==> src/rtl/fmul_trace_monitor_if.sv <==
// Snoop/drain bus of the FMUL trace monitor: core-side event inputs plus the pop port.
// The slave modport is the monitor; the master modport is the core/host side.
interface fmul_trace_monitor_if #(
  parameter int XLEN  = 32,
  parameter int AW    = 32,
  parameter int DEPTH = 16
) ();
  logic                       fmul_valid;
  logic [XLEN-1:0]            fmul_a;
  logic [XLEN-1:0]            fmul_b;
  logic [XLEN-1:0]            fmul_p;
  logic                       dmem_we;
  logic [AW-1:0]              dmem_addr;
  logic [XLEN-1:0]            dmem_wdata;
  logic                       halted;
  logic                       rd_en;
  logic                       rd_valid;
  logic [1:0]                 rd_kind;
  logic [XLEN-1:0]            rd_w0;
  logic [XLEN-1:0]            rd_w1;
  logic [XLEN-1:0]            rd_w2;
  logic [31:0]                rd_time;
  logic [$clog2(DEPTH):0]     count;
  logic                       overflow;
  logic [15:0]                drop_cnt;
  logic                       done;
  logic                       timeout;
  logic [31:0]                cycle;

  modport slave (
    input  fmul_valid, fmul_a, fmul_b, fmul_p, dmem_we, dmem_addr, dmem_wdata, halted, rd_en,
    output rd_valid, rd_kind, rd_w0, rd_w1, rd_w2, rd_time, count, overflow, drop_cnt,
           done, timeout, cycle
  );

  modport master (
    output fmul_valid, fmul_a, fmul_b, fmul_p, dmem_we, dmem_addr, dmem_wdata, halted, rd_en,
    input  rd_valid, rd_kind, rd_w0, rd_w1, rd_w2, rd_time, count, overflow, drop_cnt,
           done, timeout, cycle
  );
endinterface

==> src/rtl/fmul_trace_monitor.sv <==
// Trace monitor for the FMUL core: timestamps FMUL and DMEM-write events into a circular
// buffer drained through a registered pop port, with halt/drain detection and a watchdog.
module fmul_trace_monitor #(
  parameter int XLEN           = 32,
  parameter int AW             = 32,
  parameter int DEPTH          = 16,
  parameter int TIMEOUT_CYCLES = 1000,
  parameter int DRAIN_CYCLES   = 2
) (
  input  logic                 clk,
  input  logic                 rst,
  fmul_trace_monitor_if.slave  bus
);

  localparam int PW = $clog2(DEPTH);
  localparam int CW = PW + 1;
  localparam bit HAS_DRAIN = (DRAIN_CYCLES > 0);

  typedef enum logic [1:0] {
    ST_RUN     = 2'd0,
    ST_DRAIN   = 2'd1,
    ST_DONE    = 2'd2,
    ST_TIMEOUT = 2'd3
  } state_t;

  state_t            state_r;
  logic [PW-1:0]     wr_ptr_r;
  logic [PW-1:0]     rd_ptr_r;
  logic [CW-1:0]     count_r;
  logic [31:0]       cycle_r;
  logic [31:0]       drain_cnt_r;
  logic              overflow_r;
  logic [15:0]       drop_cnt_r;
  logic              done_r;
  logic              timeout_r;
  logic              rd_valid_r;
  logic [1:0]        rd_kind_r;
  logic [XLEN-1:0]   rd_w0_r;
  logic [XLEN-1:0]   rd_w1_r;
  logic [XLEN-1:0]   rd_w2_r;
  logic [31:0]       rd_time_r;

  logic [1:0]        kind_mem [DEPTH];
  logic [XLEN-1:0]   w0_mem   [DEPTH];
  logic [XLEN-1:0]   w1_mem   [DEPTH];
  logic [XLEN-1:0]   w2_mem   [DEPTH];
  logic [31:0]       time_mem [DEPTH];

  logic              capture_s;
  logic              fmul_ev_s;
  logic              dmem_ev_s;
  logic              pop_s;
  logic [CW-1:0]     free_s;
  logic              keep_fmul_s;
  logic              keep_dmem_s;
  logic [1:0]        push_n_s;
  logic [1:0]        drop_n_s;
  logic [PW-1:0]     dmem_idx_s;
  logic [16:0]       drop_sum_s;
  logic [15:0]       drop_next_s;

  assign capture_s  = (state_r == ST_RUN) || (state_r == ST_DRAIN);
  assign fmul_ev_s  = capture_s & bus.fmul_valid;
  assign dmem_ev_s  = capture_s & bus.dmem_we;
  assign pop_s      = bus.rd_en && (count_r != {CW{1'b0}});
  // Free space is judged before this cycle's pop, so a pop never makes room for a push.
  assign free_s     = CW'(DEPTH) - count_r;

  // Decide which of this cycle's events fit; FMUL takes precedence for the last slot.
  always_comb begin
    keep_fmul_s = 1'b0;
    keep_dmem_s = 1'b0;
    if (free_s == {CW{1'b0}}) begin
      keep_fmul_s = 1'b0;
      keep_dmem_s = 1'b0;
    end else if (free_s == CW'(1)) begin
      keep_fmul_s = fmul_ev_s;
      keep_dmem_s = dmem_ev_s & ~fmul_ev_s;
    end else begin
      keep_fmul_s = fmul_ev_s;
      keep_dmem_s = dmem_ev_s;
    end
  end

  assign push_n_s    = {1'b0, keep_fmul_s} + {1'b0, keep_dmem_s};
  assign drop_n_s    = ({1'b0, fmul_ev_s} + {1'b0, dmem_ev_s}) - push_n_s;
  assign dmem_idx_s  = keep_fmul_s ? (wr_ptr_r + PW'(1)) : wr_ptr_r;
  assign drop_sum_s  = {1'b0, drop_cnt_r} + 17'(drop_n_s);
  assign drop_next_s = drop_sum_s[16] ? 16'hFFFF : drop_sum_s[15:0];

  // Entry storage; contents survive reset but the cleared pointers make them unreachable.
  always_ff @(posedge clk) begin
    if (keep_fmul_s) begin
      kind_mem[wr_ptr_r] <= 2'b01;
      w0_mem[wr_ptr_r]   <= bus.fmul_a;
      w1_mem[wr_ptr_r]   <= bus.fmul_b;
      w2_mem[wr_ptr_r]   <= bus.fmul_p;
      time_mem[wr_ptr_r] <= cycle_r;
    end
    if (keep_dmem_s) begin
      kind_mem[dmem_idx_s] <= 2'b10;
      w0_mem[dmem_idx_s]   <= XLEN'(bus.dmem_addr);
      w1_mem[dmem_idx_s]   <= bus.dmem_wdata;
      w2_mem[dmem_idx_s]   <= {XLEN{1'b0}};
      time_mem[dmem_idx_s] <= cycle_r;
    end
  end

  // Run/drain/terminal state machine together with buffer bookkeeping and pop outputs.
  always_ff @(posedge clk or posedge rst) begin
    if (rst) begin
      state_r     <= ST_RUN;
      wr_ptr_r    <= {PW{1'b0}};
      rd_ptr_r    <= {PW{1'b0}};
      count_r     <= {CW{1'b0}};
      cycle_r     <= 32'd0;
      drain_cnt_r <= 32'd0;
      overflow_r  <= 1'b0;
      drop_cnt_r  <= 16'd0;
      done_r      <= 1'b0;
      timeout_r   <= 1'b0;
      rd_valid_r  <= 1'b0;
      rd_kind_r   <= 2'b00;
      rd_w0_r     <= {XLEN{1'b0}};
      rd_w1_r     <= {XLEN{1'b0}};
      rd_w2_r     <= {XLEN{1'b0}};
      rd_time_r   <= 32'd0;
    end else begin
      case (state_r)
        ST_RUN: begin
          if (bus.halted) begin
            if (HAS_DRAIN) begin
              state_r     <= ST_DRAIN;
              drain_cnt_r <= 32'(DRAIN_CYCLES);
            end else begin
              state_r <= ST_DONE;
              done_r  <= 1'b1;
            end
          end else if (cycle_r == 32'(TIMEOUT_CYCLES - 1)) begin
            state_r   <= ST_TIMEOUT;
            timeout_r <= 1'b1;
          end else begin
            state_r <= ST_RUN;
          end
        end
        ST_DRAIN: begin
          if (drain_cnt_r == 32'd1) begin
            state_r <= ST_DONE;
            done_r  <= 1'b1;
          end else if (cycle_r == 32'(TIMEOUT_CYCLES - 1)) begin
            state_r   <= ST_TIMEOUT;
            timeout_r <= 1'b1;
          end else begin
            drain_cnt_r <= drain_cnt_r - 32'd1;
          end
        end
        ST_DONE:    state_r <= ST_DONE;
        ST_TIMEOUT: state_r <= ST_TIMEOUT;
        default:    state_r <= ST_RUN;
      endcase

      if (capture_s) begin
        cycle_r <= cycle_r + 32'd1;
      end

      wr_ptr_r <= wr_ptr_r + PW'(push_n_s);
      count_r  <= count_r + CW'(push_n_s) - CW'(pop_s);

      if (drop_n_s != 2'd0) begin
        overflow_r <= 1'b1;
        drop_cnt_r <= drop_next_s;
      end

      rd_valid_r <= pop_s;
      if (pop_s) begin
        rd_kind_r <= kind_mem[rd_ptr_r];
        rd_w0_r   <= w0_mem[rd_ptr_r];
        rd_w1_r   <= w1_mem[rd_ptr_r];
        rd_w2_r   <= w2_mem[rd_ptr_r];
        rd_time_r <= time_mem[rd_ptr_r];
        rd_ptr_r  <= rd_ptr_r + PW'(1);
      end
    end
  end

  assign bus.rd_valid = rd_valid_r;
  assign bus.rd_kind  = rd_kind_r;
  assign bus.rd_w0    = rd_w0_r;
  assign bus.rd_w1    = rd_w1_r;
  assign bus.rd_w2    = rd_w2_r;
  assign bus.rd_time  = rd_time_r;
  assign bus.count    = count_r;
  assign bus.overflow = overflow_r;
  assign bus.drop_cnt = drop_cnt_r;
  assign bus.done     = done_r;
  assign bus.timeout  = timeout_r;
  assign bus.cycle    = cycle_r;

endmodule

==> src/flat_wrapper.sv <==
// flat-port wrapper written by rule: the top's interface ports become plain ports
module fmul_trace_monitor_flat 
#(
  parameter int XLEN           = 32,
  parameter int AW             = 32,
  parameter int DEPTH          = 16,
  parameter int TIMEOUT_CYCLES = 1000,
  parameter int DRAIN_CYCLES   = 2
)
  (clk, rst, bus_fmul_valid, bus_fmul_a, bus_fmul_b, bus_fmul_p, bus_dmem_we, bus_dmem_addr, bus_dmem_wdata, bus_halted, bus_rd_en, bus_rd_valid, bus_rd_kind, bus_rd_w0, bus_rd_w1, bus_rd_w2, bus_rd_time, bus_count, bus_overflow, bus_drop_cnt, bus_done, bus_timeout, bus_cycle);
  fmul_trace_monitor_if #(.XLEN(XLEN), .AW(AW), .DEPTH(DEPTH)) bus_i ();
  input  logic clk;
  input  logic rst;
  input wire logic [$bits(bus_i.fmul_valid)-1:0] bus_fmul_valid;
  input wire logic [$bits(bus_i.fmul_a)-1:0] bus_fmul_a;
  input wire logic [$bits(bus_i.fmul_b)-1:0] bus_fmul_b;
  input wire logic [$bits(bus_i.fmul_p)-1:0] bus_fmul_p;
  input wire logic [$bits(bus_i.dmem_we)-1:0] bus_dmem_we;
  input wire logic [$bits(bus_i.dmem_addr)-1:0] bus_dmem_addr;
  input wire logic [$bits(bus_i.dmem_wdata)-1:0] bus_dmem_wdata;
  input wire logic [$bits(bus_i.halted)-1:0] bus_halted;
  input wire logic [$bits(bus_i.rd_en)-1:0] bus_rd_en;
  output wire logic [$bits(bus_i.rd_valid)-1:0] bus_rd_valid;
  output wire logic [$bits(bus_i.rd_kind)-1:0] bus_rd_kind;
  output wire logic [$bits(bus_i.rd_w0)-1:0] bus_rd_w0;
  output wire logic [$bits(bus_i.rd_w1)-1:0] bus_rd_w1;
  output wire logic [$bits(bus_i.rd_w2)-1:0] bus_rd_w2;
  output wire logic [$bits(bus_i.rd_time)-1:0] bus_rd_time;
  output wire logic [$bits(bus_i.count)-1:0] bus_count;
  output wire logic [$bits(bus_i.overflow)-1:0] bus_overflow;
  output wire logic [$bits(bus_i.drop_cnt)-1:0] bus_drop_cnt;
  output wire logic [$bits(bus_i.done)-1:0] bus_done;
  output wire logic [$bits(bus_i.timeout)-1:0] bus_timeout;
  output wire logic [$bits(bus_i.cycle)-1:0] bus_cycle;
  assign bus_i.fmul_valid = bus_fmul_valid;
  assign bus_i.fmul_a = bus_fmul_a;
  assign bus_i.fmul_b = bus_fmul_b;
  assign bus_i.fmul_p = bus_fmul_p;
  assign bus_i.dmem_we = bus_dmem_we;
  assign bus_i.dmem_addr = bus_dmem_addr;
  assign bus_i.dmem_wdata = bus_dmem_wdata;
  assign bus_i.halted = bus_halted;
  assign bus_i.rd_en = bus_rd_en;
  assign bus_rd_valid = bus_i.rd_valid;
  assign bus_rd_kind = bus_i.rd_kind;
  assign bus_rd_w0 = bus_i.rd_w0;
  assign bus_rd_w1 = bus_i.rd_w1;
  assign bus_rd_w2 = bus_i.rd_w2;
  assign bus_rd_time = bus_i.rd_time;
  assign bus_count = bus_i.count;
  assign bus_overflow = bus_i.overflow;
  assign bus_drop_cnt = bus_i.drop_cnt;
  assign bus_done = bus_i.done;
  assign bus_timeout = bus_i.timeout;
  assign bus_cycle = bus_i.cycle;
  fmul_trace_monitor #(.XLEN(XLEN), .AW(AW), .DEPTH(DEPTH), .TIMEOUT_CYCLES(TIMEOUT_CYCLES), .DRAIN_CYCLES(DRAIN_CYCLES)) u_core (.clk(clk), .rst(rst), .bus(bus_i));
endmodule
==> config.mk <==
export PLATFORM = sky130hd
export DESIGN_NAME = fmul_trace_monitor_flat
export DESIGN_NICKNAME = d
export VERILOG_FILES = /design/src/rtl/fmul_trace_monitor_if.sv /design/src/rtl/fmul_trace_monitor.sv /design/src/flat_wrapper.sv
export SDC_FILE = /design/constraint.sdc
export NUM_CORES = 2
export LEC_CHECK = 0
export CAP_MARGIN = 20
export CORE_MARGIN = 2
export CORE_UTILIZATION = 25
export CTS_CLUSTER_SIZE = 8
export DETAILED_ROUTE_END_ITERATION = 8
export GPL_TIMING_DRIVEN = 0
export PLACE_DENSITY = 0.47
export SKIP_CTS_REPAIR_TIMING = 1
export SLEW_MARGIN = 20
export SYNTH_ARGS = -nofsm -noshare
export SYNTH_HDL_FRONTEND = slang
export SYNTH_SLANG_ARGS = --single-unit
==> constraint.sdc <==
create_clock -name clk -period 23.7 [get_ports clk]
set_input_delay 4.74 -clock clk [delete_from_list [all_inputs] [get_ports clk]]
set_output_delay 4.74 -clock clk [all_outputs]
set_load 0.01 [all_outputs]
==> key figures <==
Power and ir drop
  – Pwr/cell area: 130 nW/um^2
  – Sw frac: 0.365
  – Clock power frac: 0.272
  – VDD IR max: 0.0000915 V
  – Cell Int Power: 10.4 mW
  – Total Power: 16.4 mW
  – Combinational Power Share: 0.361
  – Sequential share of power: 0.366
  – Switching power total: 5.97 mW
  – Leak: 42.4 nW

Timing
  – Worst Tran Pin Value: 1.31 ns
  – FMAX: 99.6 MHz
  – Post-route setup slack: 13.66 ns
  – Clock skew: 0.0799 ns
  – Final setup TNS: 0 ns
  – Crit path time final: 10.04 ns
  – Final setup fails: 0
  – Share of the clock period used by the worst path: 0.424
  – Hold Vio Cnt, Final: 0
  – Slew HR: 0.121
  – RSZ-0062 raised after global routing: false
  – Hold Slack: 0.449 ns
  – Max-slew violations: 0

GRT
  – Gr usage total: 0.190
  – Antenna violations before repair: 91
  – GRT Residual Overflow: 0
  – Vias in the first global route: 71.2k
  – Global-route wire length before repair: 563,000 microns
  – Largest net degree at the start of global routing: 67

Worst setup path
  – Slowest library cell on the worst path: a2111oi_1
  – CP Cell Sequence: clkdlybuf4s50_1, nor2b_4, inv_2, o31a_1, nand2_1, buf_2, inv_1, fa_1, inv_1, ha_1, xnor2_2, inv_1, ha_1, a21oi_1, a2111oi_1, nand3_1, xor2_1, nand2_1
  – Setup crit start kind: input pin
  – CP most frequent cell: inv_1
  – Data arrival, critical path: 10.80 ns
  – R2r setup slk: 17.01 ns
  – Family with the most delay on the worst path: buffers and inverters
  – WS Path Type: input pin to register
  – Crit end category: register
  – Crit-path max cell delay: 0.85 ns
  – Worst EP required: 24.46 ns
  – Buf+Inv Stages, Crit Path: 6
  – Worst Path Max Fanout: 10

Synthesis
  – Synth Area in Compound Gates: 0.0639
  – EDFF count, synth: 1,536
  – Syn Area/Cell: 13.7 sq um
  – Main combinational cell family by area after synthesis: multiplexers
  – Synthesis-stage register bit count: 2,309
  – Post-synthesis mux area share: 0.230
  – Post-synth top flop: edfxtp_1
  – Ys async rst share: 0.0992
  – Post-synth top area cell: edfxtp_1
  – Warnings from Yosys: 0
  – Adder and majority gate portion of the synthesized area: 0.00343
  – Cell Area, Synth: 104,000 sq um
  – Synth top area share: 0.445
  – Register area share after synthesis: 0.605
  – Synthesized Nets: 7,779
  – Synth area leaders: edfxtp_1, dfxtp_1, mux2_2
  – Post-synthesis xor/xnor area fraction: 0.00431
  – Post-Synth Simple-Gate Area: 0.0628
  – Synth cell types: 73
  – Cells after Synth: 7,587

Floorplanning
  – Starting density of the core: 0.251
  – Die outline area: 420,000 sq um
  – I/O Pins: 353
  – # rows: 236
  – Total core area: 413,000 sq um
  – Die Wd: 648 microns
  – Die Height: 648 microns

Cells and area
  – Nets: 8,515
  – Syn-to-layout area delta: 21.1%
  – Non-Filler Instances: 14.1k
  – # fillers: 41.3k
  – Share of cells above drive strength 1: 0.246

Route
  – DR vias: 70.4k
  – Wire per inst: 29.3 microns
  – Antenna violation net count after detailed routing: 0
  – DR vias/cell: 5.01
  – Final WL: 412,000 microns
  – Initial drt markers: 6,783
  – DRC errors left: 0
  – Drt first pass iters: 7

Place
  – Routability Congestion: 0.857
  – PortBufs: 320
  – HPWL after DPL: 286,000 microns
  – Post-Place Setup Slack: 12.67 ns
  – Dpl cells: 13.5k

Hold path
  – Hold Crit Class: register to register

Clocking
  – Clock buffer count from CTS: 330
  – Clock root buffer: clkbuf_16
  – TritonCTS clock tree: done
  – H-tree depth: 5
  – Clk_lat worst skew: 0.96 ns
  – Clock Path Buffers: 4
  – Clock slew at reported path FFs: 0.05 ns
  – Sink Count: 2,309

Status
  – Status: finished, final reports clean

Flow run
  – MaxCap Viol Count: 0
registers in the layout, summed over array words and instances (netlist names), 5 cells and up:
signal	count
u_core.time_mem	512
u_core.w0_mem	512
u_core.w1_mem	512
u_core.w2_mem	512
u_core.bus.cycle	32
u_core.bus.rd_time	32
u_core.bus.rd_w0	32
u_core.bus.rd_w1	32
u_core.bus.rd_w2	32
u_core.drain_cnt_r	32
u_core.kind_mem	32
u_core.bus.drop_cnt	16
u_core.bus.count	5
per-stage QoR:
stage	utilization	area (sq um)
final	0.304	126000
after floorplan	-	104000
after global placement	0.275	114000
after CTS	0.304	125000
after global routing	0.304	126000
after detailed placement	0.280	116000
power groups by stage:
| stage | logic [mW] | clock network [mW] | registers, mW |
|---|---|---|---|
| after global placement | 5.64 | 0 | 6.22 |
| after global routing | 6.24 | 4.70 | 6.08 |
| final | 5.92 | 4.46 | 6.00 |
| after CTS | 5.95 | 4.54 | 6.00 |
| after floorplan | 3.28 | 0 | 5.98 |
| after detailed placement | 5.93 | 0 | 6.07 |
logic make-up (layout without fill, tap and decap cells):
group / Yosys count / count (layout)
mux: 1743 / 1743
xor+xnor: 51 / 51
simple gates: 1578 / 1578
flops: 2309 / 2309
buf+inv: 748 / 1710
fa+ha+maj: 26 / 26
other cells: 0 / 36
compound gates: 1132 / 1132
layout by cell type (no fill, tap or decap), types with 84 or more instances in the layout:
cell type	n
edfxtp_1	1536
nand2_1	1239
mux2_2	946
a21oi_1	738
clkbuf_1	591
dfxtp_1	544
mux4_2	406
clkbuf_16	332
clkdlybuf4s50_1	320
mux2i_1	307
dfrtp_1	228
buf_2	168
o221ai_1	119
nor2_1	116
o21ai_0	87
mux2_1	84
worst register-to-register path, stage by stage, from the launching register on:
cell       delay (ns)
dfrtp_1          0.42
nor2_2           0.50
and2_1           0.23
ha_1             0.17
nor3b_4          0.53
nand2_1          0.17
nand2_1          0.29
buf_2            0.46
inv_1            0.32
fa_1             0.58
inv_1            0.04
ha_1             0.22
xnor2_2          0.56
inv_1            0.28
ha_1             0.35
a21oi_1          0.11
a2111oi_1        0.85
nand3_1          0.19
xor2_1           0.17
nand2_1          0.07
final timing paths:
| kind | startpoint | to | cells past startpoint |
|---|---|---|---|
| max in group asynchronous | rst | u_core.bus.rd_w2[8] | 4 |
| min | u_core.kind_mem[11][1] | u_core.kind_mem[11][1] | 2 |
| min reg2reg | u_core.kind_mem[11][1] | u_core.kind_mem[11][1] | 2 |
| max reg2reg | u_core.bus.count[0] | u_core.bus.drop_cnt[9] | 19 |
| min in group asynchronous | rst | u_core.bus.cycle[16] | 2 |
| max | bus_fmul_valid | u_core.bus.drop_cnt[9] | 18 |
Yosys cell counts, drive strengths merged, types with 26 or more instances:
cell and count:
o22ai 54, a211oi 63, xnor2 32, nor2 119
dfrtp 229, mux2 1030, o221ai 119, a21oi 741
nand3 36, mux2i 307, edfxtp 1536, o21ai 87
nand2 1247, clkbuf 438, buf 279, inv 30
or4 26, dfxtp 544, mux4 406, nor3 29
layer usage:
metal	global-route usage	wire (microns)	vias up
li1	-	-	30000
met1	0.236	162000	36600
met2	0.314	195000	2999
met3	0.0480	35000	749
met4	0.0815	19000	48
met5	0	310	-
cell type report:
type,count,area (sq um),share of cell area
diodes,36,90.1,0.000717
plain buffers,717,3170,0.0253
clock buffers,532,9100,0.0725
clock inverters,26,462,0.00368
inverters,31,124,0.000987
multi-input cells,4530,38000,0.302
flip-flops and latches,2309,62700,0.500
well taps,5474,6850,0.0545
repair buffers,404,5050,0.0402
No activity file was read; power rests on OpenSTA's default activity.
